$ cat config.mk
export PLATFORM = sky130hd
export DESIGN_NAME = axi4lite_slave_if_mipi
export DESIGN_NICKNAME = d
export VERILOG_FILES = /design/src/rtl/axi4lite_slave_if_mipi.sv
export SDC_FILE = /design/constraint.sdc
export NUM_CORES = 1
export LEC_CHECK = 0
export CORE_UTILIZATION = 50
export DETAILED_ROUTE_END_ITERATION = 8
export HOLD_SLACK_MARGIN = 0.15
export PLACE_DENSITY = 0.95
export SLEW_MARGIN = 20
export SYNTH_ARGS = -nofsm -noshare
export SYNTH_HDL_FRONTEND = slang
export SYNTH_SLANG_ARGS = --single-unit
$ cat constraint.sdc
create_clock -name aclk -period 2.69 [get_ports aclk]
set_input_delay 0.807 -clock aclk [delete_from_list [all_inputs] [get_ports aclk]]
set_output_delay 0.807 -clock aclk [all_outputs]
set_load 0.005 [all_outputs]
$ cat src/rtl/axi4lite_slave_if_mipi.sv
// AXI4-Lite slave front end for the MIPI RX control/status register space.
// Latency: write strobe 1 cycle after the last AW/W handshake, B one cycle later;
//          read strobe 1 cycle after AR, R valid 3 cycles after AR.
// Backpressure: one outstanding transaction per channel; bready/rready stall only
//          their own FSM, and a valid seen while ready is low is simply held off.
//
// Ports:
//   aclk, aresetn              clock, asynchronous active-low reset
//   aw*/w*/b*                  AXI4-Lite write address, write data, write response
//   ar*/r*                     AXI4-Lite read address, read data/response
//   mem_wr_valid/addr/data     single-cycle write strobe to the register decoder
//   mem_rd_valid/addr          single-cycle read strobe to the register read mux
//   mem_rd_data                read mux data, valid the cycle after mem_rd_valid
//
// Every output comes straight from a flop (rresp is a constant), so there is
// no combinational path from any AXI input to any AXI output.

module axi4lite_slave_if_mipi #(
  parameter int AXI_ADDR_WIDTH = 32,
  parameter int AXI_DATA_WIDTH = 32
) (
  input  logic                        aclk,
  input  logic                        aresetn,

  // write address channel
  input  logic                        awvalid,
  output logic                        awready,
  input  logic [AXI_ADDR_WIDTH-1:0]   awaddr,

  // write data channel
  input  logic                        wvalid,
  output logic                        wready,
  input  logic [AXI_DATA_WIDTH-1:0]   wdata,
  input  logic [AXI_DATA_WIDTH/8-1:0] wstrb,

  // write response channel
  output logic                        bvalid,
  input  logic                        bready,
  output logic [1:0]                  bresp,

  // read address channel
  input  logic                        arvalid,
  output logic                        arready,
  input  logic [AXI_ADDR_WIDTH-1:0]   araddr,

  // read data channel
  output logic                        rvalid,
  input  logic                        rready,
  output logic [AXI_DATA_WIDTH-1:0]   rdata,
  output logic [1:0]                  rresp,

  // register-side strobes
  output logic                        mem_wr_valid,
  output logic [AXI_ADDR_WIDTH-1:0]   mem_wr_addr,
  output logic [AXI_DATA_WIDTH-1:0]   mem_wr_data,
  output logic                        mem_rd_valid,
  output logic [AXI_ADDR_WIDTH-1:0]   mem_rd_addr,
  input  logic [AXI_DATA_WIDTH-1:0]   mem_rd_data
);

  localparam int STRB_W = AXI_DATA_WIDTH / 8;

  localparam logic [1:0] RESP_OKAY   = 2'b00;
  localparam logic [1:0] RESP_SLVERR = 2'b10;

  typedef enum logic [1:0] {
    W_IDLE = 2'd0,
    W_EXEC = 2'd1,
    W_RESP = 2'd2
  } w_state_e;

  typedef enum logic [1:0] {
    R_IDLE = 2'd0,
    R_EXEC = 2'd1,
    R_WAIT = 2'd2,
    R_RESP = 2'd3
  } r_state_e;

  // ---------------------------------------------------------------------------
  // Write path state
  // ---------------------------------------------------------------------------
  w_state_e                  w_state_q,      w_state_d;
  logic                      aw_cap_q,       aw_cap_d;
  logic                      w_cap_q,        w_cap_d;
  logic [AXI_ADDR_WIDTH-1:0] aw_addr_q,      aw_addr_d;
  logic [AXI_DATA_WIDTH-1:0] w_data_q,       w_data_d;
  logic [STRB_W-1:0]         w_strb_q,       w_strb_d;
  logic                      awready_q,      awready_d;
  logic                      wready_q,       wready_d;
  logic                      bvalid_q,       bvalid_d;
  logic [1:0]                bresp_q,        bresp_d;
  logic                      mem_wr_valid_q, mem_wr_valid_d;
  logic [AXI_ADDR_WIDTH-1:0] mem_wr_addr_q,  mem_wr_addr_d;
  logic [AXI_DATA_WIDTH-1:0] mem_wr_data_q,  mem_wr_data_d;

  // ---------------------------------------------------------------------------
  // Read path state
  // ---------------------------------------------------------------------------
  r_state_e                  r_state_q,      r_state_d;
  logic                      arready_q,      arready_d;
  logic                      rvalid_q,       rvalid_d;
  logic [AXI_DATA_WIDTH-1:0] rdata_q,        rdata_d;
  logic                      mem_rd_valid_q, mem_rd_valid_d;
  logic [AXI_ADDR_WIDTH-1:0] mem_rd_addr_q,  mem_rd_addr_d;

  // ---------------------------------------------------------------------------
  // Write FSM next-state
  // ---------------------------------------------------------------------------
  always_comb begin
    w_state_d      = w_state_q;
    aw_cap_d       = aw_cap_q;
    w_cap_d        = w_cap_q;
    aw_addr_d      = aw_addr_q;
    w_data_d       = w_data_q;
    w_strb_d       = w_strb_q;
    bresp_d        = bresp_q;
    mem_wr_valid_d = 1'b0;
    mem_wr_addr_d  = mem_wr_addr_q;
    mem_wr_data_d  = mem_wr_data_q;

    case (w_state_q)
      W_IDLE: begin
        // AW and W are captured independently; either may come first.
        if (awvalid && awready_q) begin
          aw_cap_d  = 1'b1;
          aw_addr_d = awaddr;
        end
        if (wvalid && wready_q) begin
          w_cap_d  = 1'b1;
          w_data_d = wdata;
          w_strb_d = wstrb;
        end
        // The strobe flop is loaded on the same edge that enters W_EXEC so
        // that mem_wr_valid is high exactly during the W_EXEC cycle. The
        // _d values cover the case where the last handshake is this edge.
        if (aw_cap_d && w_cap_d) begin
          w_state_d = W_EXEC;
          if (&w_strb_d) begin
            mem_wr_valid_d = 1'b1;
            mem_wr_addr_d  = aw_addr_d;
            mem_wr_data_d  = w_data_d;
          end
        end
      end

      W_EXEC: begin
        // Partial writes are rejected outright rather than merged.
        w_state_d = W_RESP;
        bresp_d   = (&w_strb_q) ? RESP_OKAY : RESP_SLVERR;
      end

      W_RESP: begin
        if (bready) begin
          w_state_d = W_IDLE;
          aw_cap_d  = 1'b0;
          w_cap_d   = 1'b0;
        end
      end

      default: begin
        w_state_d = W_IDLE;
        aw_cap_d  = 1'b0;
        w_cap_d   = 1'b0;
      end
    endcase

    // Readies are decoded from the next state so they are registered yet
    // drop on the very edge that completes the capture.
    awready_d = (w_state_d == W_IDLE) && !aw_cap_d;
    wready_d  = (w_state_d == W_IDLE) && !w_cap_d;
    bvalid_d  = (w_state_d == W_RESP);
  end

  always_ff @(posedge aclk or negedge aresetn) begin
    if (!aresetn) begin
      w_state_q      <= W_IDLE;
      aw_cap_q       <= 1'b0;
      w_cap_q        <= 1'b0;
      aw_addr_q      <= '0;
      w_data_q       <= '0;
      w_strb_q       <= '0;
      awready_q      <= 1'b0;
      wready_q       <= 1'b0;
      bvalid_q       <= 1'b0;
      bresp_q        <= 2'b00;
      mem_wr_valid_q <= 1'b0;
      mem_wr_addr_q  <= '0;
      mem_wr_data_q  <= '0;
    end else begin
      w_state_q      <= w_state_d;
      aw_cap_q       <= aw_cap_d;
      w_cap_q        <= w_cap_d;
      aw_addr_q      <= aw_addr_d;
      w_data_q       <= w_data_d;
      w_strb_q       <= w_strb_d;
      awready_q      <= awready_d;
      wready_q       <= wready_d;
      bvalid_q       <= bvalid_d;
      bresp_q        <= bresp_d;
      mem_wr_valid_q <= mem_wr_valid_d;
      mem_wr_addr_q  <= mem_wr_addr_d;
      mem_wr_data_q  <= mem_wr_data_d;
    end
  end

  // ---------------------------------------------------------------------------
  // Read FSM next-state
  // ---------------------------------------------------------------------------
  always_comb begin
    r_state_d      = r_state_q;
    rdata_d        = rdata_q;
    mem_rd_valid_d = 1'b0;
    mem_rd_addr_d  = mem_rd_addr_q;

    case (r_state_q)
      R_IDLE: begin
        // The address is latched straight into the strobe address flop; it
        // only changes on the edge that raises mem_rd_valid, so it still
        // holds its last value whenever mem_rd_valid is low.
        if (arvalid && arready_q) begin
          r_state_d      = R_EXEC;
          mem_rd_valid_d = 1'b1;
          mem_rd_addr_d  = araddr;
        end
      end

      R_EXEC: begin
        r_state_d = R_WAIT;
      end

      R_WAIT: begin
        // The read mux presents its data one cycle after the strobe.
        r_state_d = R_RESP;
        rdata_d   = mem_rd_data;
      end

      R_RESP: begin
        if (rready) begin
          r_state_d = R_IDLE;
        end
      end

      default: begin
        r_state_d = R_IDLE;
      end
    endcase

    arready_d = (r_state_d == R_IDLE);
    rvalid_d  = (r_state_d == R_RESP);
  end

  always_ff @(posedge aclk or negedge aresetn) begin
    if (!aresetn) begin
      r_state_q      <= R_IDLE;
      arready_q      <= 1'b0;
      rvalid_q       <= 1'b0;
      rdata_q        <= '0;
      mem_rd_valid_q <= 1'b0;
      mem_rd_addr_q  <= '0;
    end else begin
      r_state_q      <= r_state_d;
      arready_q      <= arready_d;
      rvalid_q       <= rvalid_d;
      rdata_q        <= rdata_d;
      mem_rd_valid_q <= mem_rd_valid_d;
      mem_rd_addr_q  <= mem_rd_addr_d;
    end
  end

  // ---------------------------------------------------------------------------
  // Outputs
  // ---------------------------------------------------------------------------
  assign awready      = awready_q;
  assign wready       = wready_q;
  assign bvalid       = bvalid_q;
  assign bresp        = bresp_q;
  assign arready      = arready_q;
  assign rvalid       = rvalid_q;
  assign rdata        = rdata_q;
  // Reads cannot fail at this level; address decode errors are not reported.
  assign rresp        = RESP_OKAY;
  assign mem_wr_valid = mem_wr_valid_q;
  assign mem_wr_addr  = mem_wr_addr_q;
  assign mem_wr_data  = mem_wr_data_q;
  assign mem_rd_valid = mem_rd_valid_q;
  assign mem_rd_addr  = mem_rd_addr_q;

endmodule

==> results.md <==
* DR pass1 iterations at 4
* Vias per Instance at 5.39
* Sw Share at 0.293
* Port Buf Inserts at 274
* CP bufs+invs at 1
* Ratio of cells with drive above 1 in the final layout at 0.296
* Max IR drop VDD at 0.000728 V
* Critical path launch point type: register
* Initial DRC count at 190
* Skew final at 0.0291 ns
* Arrival @ worst endpoint at 1.51 ns
* Fin. max-slew vios at 0
* Die width at 134 um
* Grt ovf at 0
* Tot GR Track Use at 0.241
* Run status: complete, no violations
* Nets@finish at 998
* Antenna cells at 0
* Reg clk slew, reported paths at 0.06 ns
* Clock network power share at 0.207
* Finished Core Util at 0.746
* Reg2Reg Setup Slack at 0.96 ns
* Clock buffer depth at 3
* Seq/Total Area, Yosys at 0.602
* Endpoint class of the critical path: primary output
* Residual DRC at 0
* Final period util at 0.861
* Logic pwr share at 0.403
* Core ar. at 16800 um^2
* Detail Route Antenna Nets at 0
* Min Tclk post-route at 2.32 ns
* R2R depth at 5
* Hold_buf cts at 0
* Die Span Y at 134 um
* Worst path max stage delay at 0.58 ns
* Synthesized cell area at 8730 um^2
* Post-CTS Setup Bufs at 0
* Area of the multi-input gates at 3260 um^2
* Reg area at 5260 um^2
* Top FF cell, synth: dfrtp_1
* Drt total wl at 21700 um
* Synth cell types at 30
* Clock Root Buffer: clkbuf_16
* CTS Buf Count at 23
* Htree depth at 1
* Pin count of the biggest net entering global routing at 65
* Worst-Skew Late Latency at 0.51 ns
* DPL Wire Length at 14600 um
* Vias in the first global route at 6181
* Setup crit start: wready
* Final setup violating endpoints at 0
* Sw Pwr at 4.25 mW
* R2r endpoint: mem_wr_addr[28]
* Pint at 10.2 mW
* Initial Utilization at 0.519
* CTS tree: done
* Final GP Congestion at 0.810
* Sink Count at 210
* Per-cell routed wire length at 19.8 um
* Post-Syn Instances at 581
* Final hold vios at 0
* Cell leakage power at 5.55 nW
* Max Clk Rate at 432 MHz
* Slew HR at 0.664
* Reg2reg start: wready
* Number of synthesis warnings at 0
* Top cell family by delay on the critical path: buffers and inverters
* Area growth syn-to-layout at 43.7%
* DIE AREA at 18000 um^2
* CP required at 1.88 ns
* Critical Path End: wready
* Slowest library cell on the worst path: clkdlybuf4s50_1
* Fin Setup TNS at 0 ns
* First-pass GRT wire length at 33900 um
* FILL cells at 1042
* Post-synth EDFFs at 0
* Via count at 5900
* PostCTS Resize Cnt at 0
* PD cells at 1160 nW/um^2
* I/O pin count at 278
* Yosys reg bits at 210
* Seq pwr share at 0.390
* Critical path depth in cells at 1
* Mean Syn Cell Area at 15.0 um^2
* Rows at 47
* Crit-path cells: clkdlybuf4s50_1
* Critical path class: reg2out
* Max-Cap Viols at 0
* Fraction of registers with async set/reset at 1.00
* Hold/Removal Path Class: in2async
* Initial antenna violation count at 0
* Crit-path max FO at 4
* Worst Tran Pin Value at 0.504 ns
* RSZ-0062 raised after global routing: false
[synth_stat cells (2+ instances only)]
library cell	n	share of area
nor2_1	7	0.0030
nand2_2	2	0.0014
mux2_2	166	0.21
mux2_4	29	0.050
mux2i_1	32	0.037
inv_1	2	0.00086
buf_6	3	0.0039
nor2b_1	2	0.0014
nor3_4	2	0.0037
dfrtp_1	210	0.60
mux2_1	2	0.0026
nand4_1	2	0.0014
a21boi_0	2	0.0017
a31oi_1	32	0.023
nand2_1	3	0.0013
clkbuf_1	5	0.0022
o21ai_0	2	0.0011
a21o_1	2	0.0017
a21oi_1	33	0.019
and3_1	2	0.0014
buf_2	23	0.013
buf_1	4	0.0017
buf_4	7	0.0060
[metrics by stage]
stage	cell area (um^2)	hold WS (ns)	worst slack [ns]	power, mW	cells
floorplan	8740	0.458	0.637	8.43	583
global placement	11800	0.468	0.131	11.2	1054
detailed placement	11800	0.486	0.0993	11.5	1054
CTS	12500	0.290	0.360	14.6	1094
global route	12500	0.313	0.341	15.3	1094
finish	12500	0.282	0.375	14.5	1094
[power by group through the flow]
| stage | clock network (mW) | logic, mW | registers, mW |
|---|---|---|---|
| 5_1_grt | 3.19 | 6.24 | 5.84 |
| 6_report | 3.00 | 5.84 | 5.66 |
| 2_1_floorplan | 0 | 2.93 | 5.50 |
| 4_1_cts | 3.06 | 5.90 | 5.66 |
| 3_3_place_gp | 0 | 5.64 | 5.54 |
| 3_5_place_dp | 0 | 5.85 | 5.65 |
[worst min-delay path by stage]
| stage | end | slack (ns) | cells past startpoint |
|---|---|---|---|
| final | aw_addr_q[2] | 0.28 | 1 |
| after detailed placement | w_data_q[28] | 0.49 | 1 |
| after global routing | mem_wr_addr[14] | 0.31 | 1 |
| after floorplan | w_data_q[27] | 0.46 | 1 |
| after CTS | mem_wr_addr[14] | 0.29 | 1 |
| after global placement | w_data_q[28] | 0.47 | 1 |
[cell usage in the layout (no fill, tap or decap), types with 2 or more instances in the layout]
cell	count
nand2_2	2
clkbuf_16	23
clkbuf_1	5
clkdlybuf4s50_1	273
inv_1	2
clkinv_2	5
conb_1	3
a21o_1	2
mux2_2	166
buf_4	8
nor3_4	3
a21boi_0	2
clkbuf_8	4
a31oi_1	32
mux2_4	29
a21oi_1	33
nand2_1	3
o21ai_0	2
buf_12	11
nor2_1	7
dfrtp_1	210
mux2i_1	32
mux2_1	2
nand4_1	2
[metal layers]
layer,share of wire,wire (um),track usage
met5,0,0,0
met4,0.027,577,0.0637
met3,0.061,1320,0.0522
met2,0.52,11300,0.425
met1,0.39,8490,0.300
[area by class of cell]
class	count	share of cell area
Clock buffer	31	0.0507
Clock inverter	9	0.00639
Inverter	2	0.000599
Multi-Input combinational cell	329	0.260
Sequential cell	210	0.419
Tap cell	220	0.0219
Timing Repair Buffer	293	0.241
[sequential cells by signal, indices dropped and copies added (netlist names), 2 cells and up]
name         flops
mem_rd_addr     32
rdata           32
mem_wr_data     32
w_state_q        2
aw_addr_q       32
r_state_q        2
mem_wr_addr     32
w_strb_q         4
w_data_q        32
[cell families after synthesis]
group / synth area share
simple gates: 0.0163
compound gates: 0.0502
other cells: 0.000430
flops: 0.602
mux: 0.303
buf+inv: 0.0278
[worst reg2reg max path, delay by kind of cell (launching register included)]
kind	cells	cell delay, ns
compound gates	1	0.34
buf+inv	1	0.19
simple gates	2	0.34
mux	1	0.31
flops	1	0.43
Power figures use the tool's default switching activity.
==> RTL change (same flow settings) <==
Change the parameter `AXI_DATA_WIDTH` from 32 to 24.
--- a/src/rtl/axi4lite_slave_if_mipi.sv
+++ b/src/rtl/axi4lite_slave_if_mipi.sv
@@ -17,7 +17,7 @@
 
 module axi4lite_slave_if_mipi #(
   parameter int AXI_ADDR_WIDTH = 32,
-  parameter int AXI_DATA_WIDTH = 32
+  parameter int AXI_DATA_WIDTH = 24
 ) (
   input  logic                        aclk,
   input  logic                        aresetn,
Ports: changed (5 resized); port bits go from 278 to 245. The function was not compared with the original's and may differ.
==> RTL change against the unedited design <==
Sequential share of layout area increased by 0.78 points; routed wire length decreased by 11%; the flow now finishes with violations (design-rule violations); power decreased by 10%; sequential cell count decreased by 25; cell area decreased by 14%; synthesized area decreased by 13%; combinational power decreased by 7.9%; setup slack improved by 110 ps; clock skew decreased by 21 ps.
==> RTL change: results (changes against the unedited design) <==
* CTS H-tree lvls at 4 (was 1)
* Placed insts at 946 (was 1054)
* Xor/xnor cell area share of the yosys netlist at 0% (unchanged)
* Outcome: finished, violations left (was finished, final reports clean)
* HP Class: flip-flop to flip-flop (was primary input to async pin)
* # fillers at 895 (was 1042)
* Drt pass-1 iters at 9 (was 4)
* Final cell count without fillers at 981 (was 1094)
* Cell variety after synth at 31 (was 30)
* Global-route wire length before repair at 30800 um (was 33900 um)
* Setup WS pre-CTS at 215 ps (was 99.3 ps)
* Final #Nets at 904 (was 998)
* Warnings from Yosys at 0 (unchanged)
* Vias in the first global route at 5805 (was 6181)
* Max incr delay on CP at 550 ps (was 580 ps)
* Number of DRC markers in iteration 0 at 336 (was 190)
* Hold_buf cts at 1 (was 0)
* Remaining routing DRC violations at 14 (was 0)
* Initial antenna violation count at 2 (was 0)
* Vias per cell at 5.58 (was 5.39)
* Top post-synthesis cells by area: dfrtp_1 61%, mux2_2 17%, mux2i_1 7.4% (was dfrtp_1 60%, mux2_2 21%, mux2_4 5.0%)
* Clock Skews at 7.85 ps (was 29.1 ps)
* Async SR Flop Fraction at 100% (unchanged)
* RR Startpoint: w_state_q[0]$_DFF_PN0_ (was wready$_DFF_PN0_)
* Slowest stage cell on the critical path: clkdlybuf4s50_1 (unchanged)
* Worst-Skew Late Latency at 420 ps (was 510 ps)
* Port-buffer cells at 241 (was 274)
* Mux cell area share after synthesis at 24.3% (was 30.3%)
* Pin count of the biggest net entering global routing at 96 (was 65)
* Routability-driven placement congestion ratio at 0.791 (was 0.810)
* Failing checks: design-rule violations
* Most frequent cells after synthesis: 185 x dfrtp_1, 112 x mux2_2, 57 x a21oi_1 (was 210 x dfrtp_1, 166 x mux2_2, 33 x a21oi_1)
* Complex-gate fraction of the synthesized area at 9.07% (was 5.02%)
* LEAKAGE at 4.75 nW (was 5.55 nW)
* DP HPWL at 13200 um (was 14600 um)
* VDD IR max at 0.000736 V (was 0.000728 V)
* Maxcap violations at 0 (unchanged)
* R2R setup slack at 1040 ps (was 960 ps)
* Tot GR Track Use at 25.6% (was 24.1%)
* Arr. time, crit path at 1400 ps (was 1510 ps)
* Post-synthesis sequential area ratio at 60.7% (was 60.2%)
* Worst-margin pin slew at 507 ps (was 504 ps)
* R2R depth at 4 (was 5)
* TritonCTS Buffers at 17 (was 23)
* CTS Buffer Depth at 2 (was 3)
* Reg-to-reg endpoint: mem_wr_data[11]$_DFFE_PN0P_ (was mem_wr_addr[28]$_DFFE_PN0P_)
* Routed wire length at 19400 um (was 21700 um)
* Cells after synthesis at 552 (was 581)
* Share of layout cells above drive strength 1 at 20.6% (was 29.6%)
## RTL change: how the worst max path moves through the flow
stage	from	end	slack, ps	cells after the start
3_5_place_dp	wvalid	mem_wr_addr[5]$_DFFE_PN0P_	220	6
5_1_grt	wready$_DFF_PN0_	wready	450	1
2_1_floorplan	wstrb[2]	mem_wr_addr[24]$_DFFE_PN0P_	820	7
3_3_place_gp	wvalid	mem_wr_data[22]$_DFFE_PN0P_	290	6
6_report	wready$_DFF_PN0_	wready	490	1
4_1_cts	wready$_DFF_PN0_	wready	470	1
## RTL change: area by class of cell
cell class | instances | area share [%]
antenna | 2 | 0.0461
clock buffer | 22 | 4.28
clock inverter | 10 | 1.33
inverter | 1 | 0.0346
multi-input combinational | 321 | 25.3
sequential | 185 | 42.7
tap | 184 | 2.12
timing repair buffer | 256 | 24.2
## RTL change: per-stage QoR
step	cell area, sq um	utilization, %	power (mW)	hold WS (ps)
after global placement	10200	69.5	10.1	462
after CTS	10800	73.7	13.1	490
final	10800	73.8	13.0	493
after detailed placement	10200	69.5	10.4	476
after floorplan	7630	-	7.60	451
after global routing	10800	73.8	13.7	506
## RTL change: power by group
group          switching [mW]  internal [mW]
sequential              0.873           4.18
combinational            2.17           3.22
clock                    1.03           1.52
total                    4.07           8.91
## RTL change: cell families after synthesis
family	after synthesis
AND/OR/NAND/NOR	26
buffers and inverters	48
AO/OA/AOI/OAI	121
multiplexers	171
other	1
flip-flops	185
## RTL change: metal layers
layer	up-vias	routed length [um]	global-route usage [%]
met5	-	0	0
met4	0	782	15.1
met3	50	940	5.99
met2	187	10300	44.7
met1	2761	7320	28.6
li1	2476	-	-
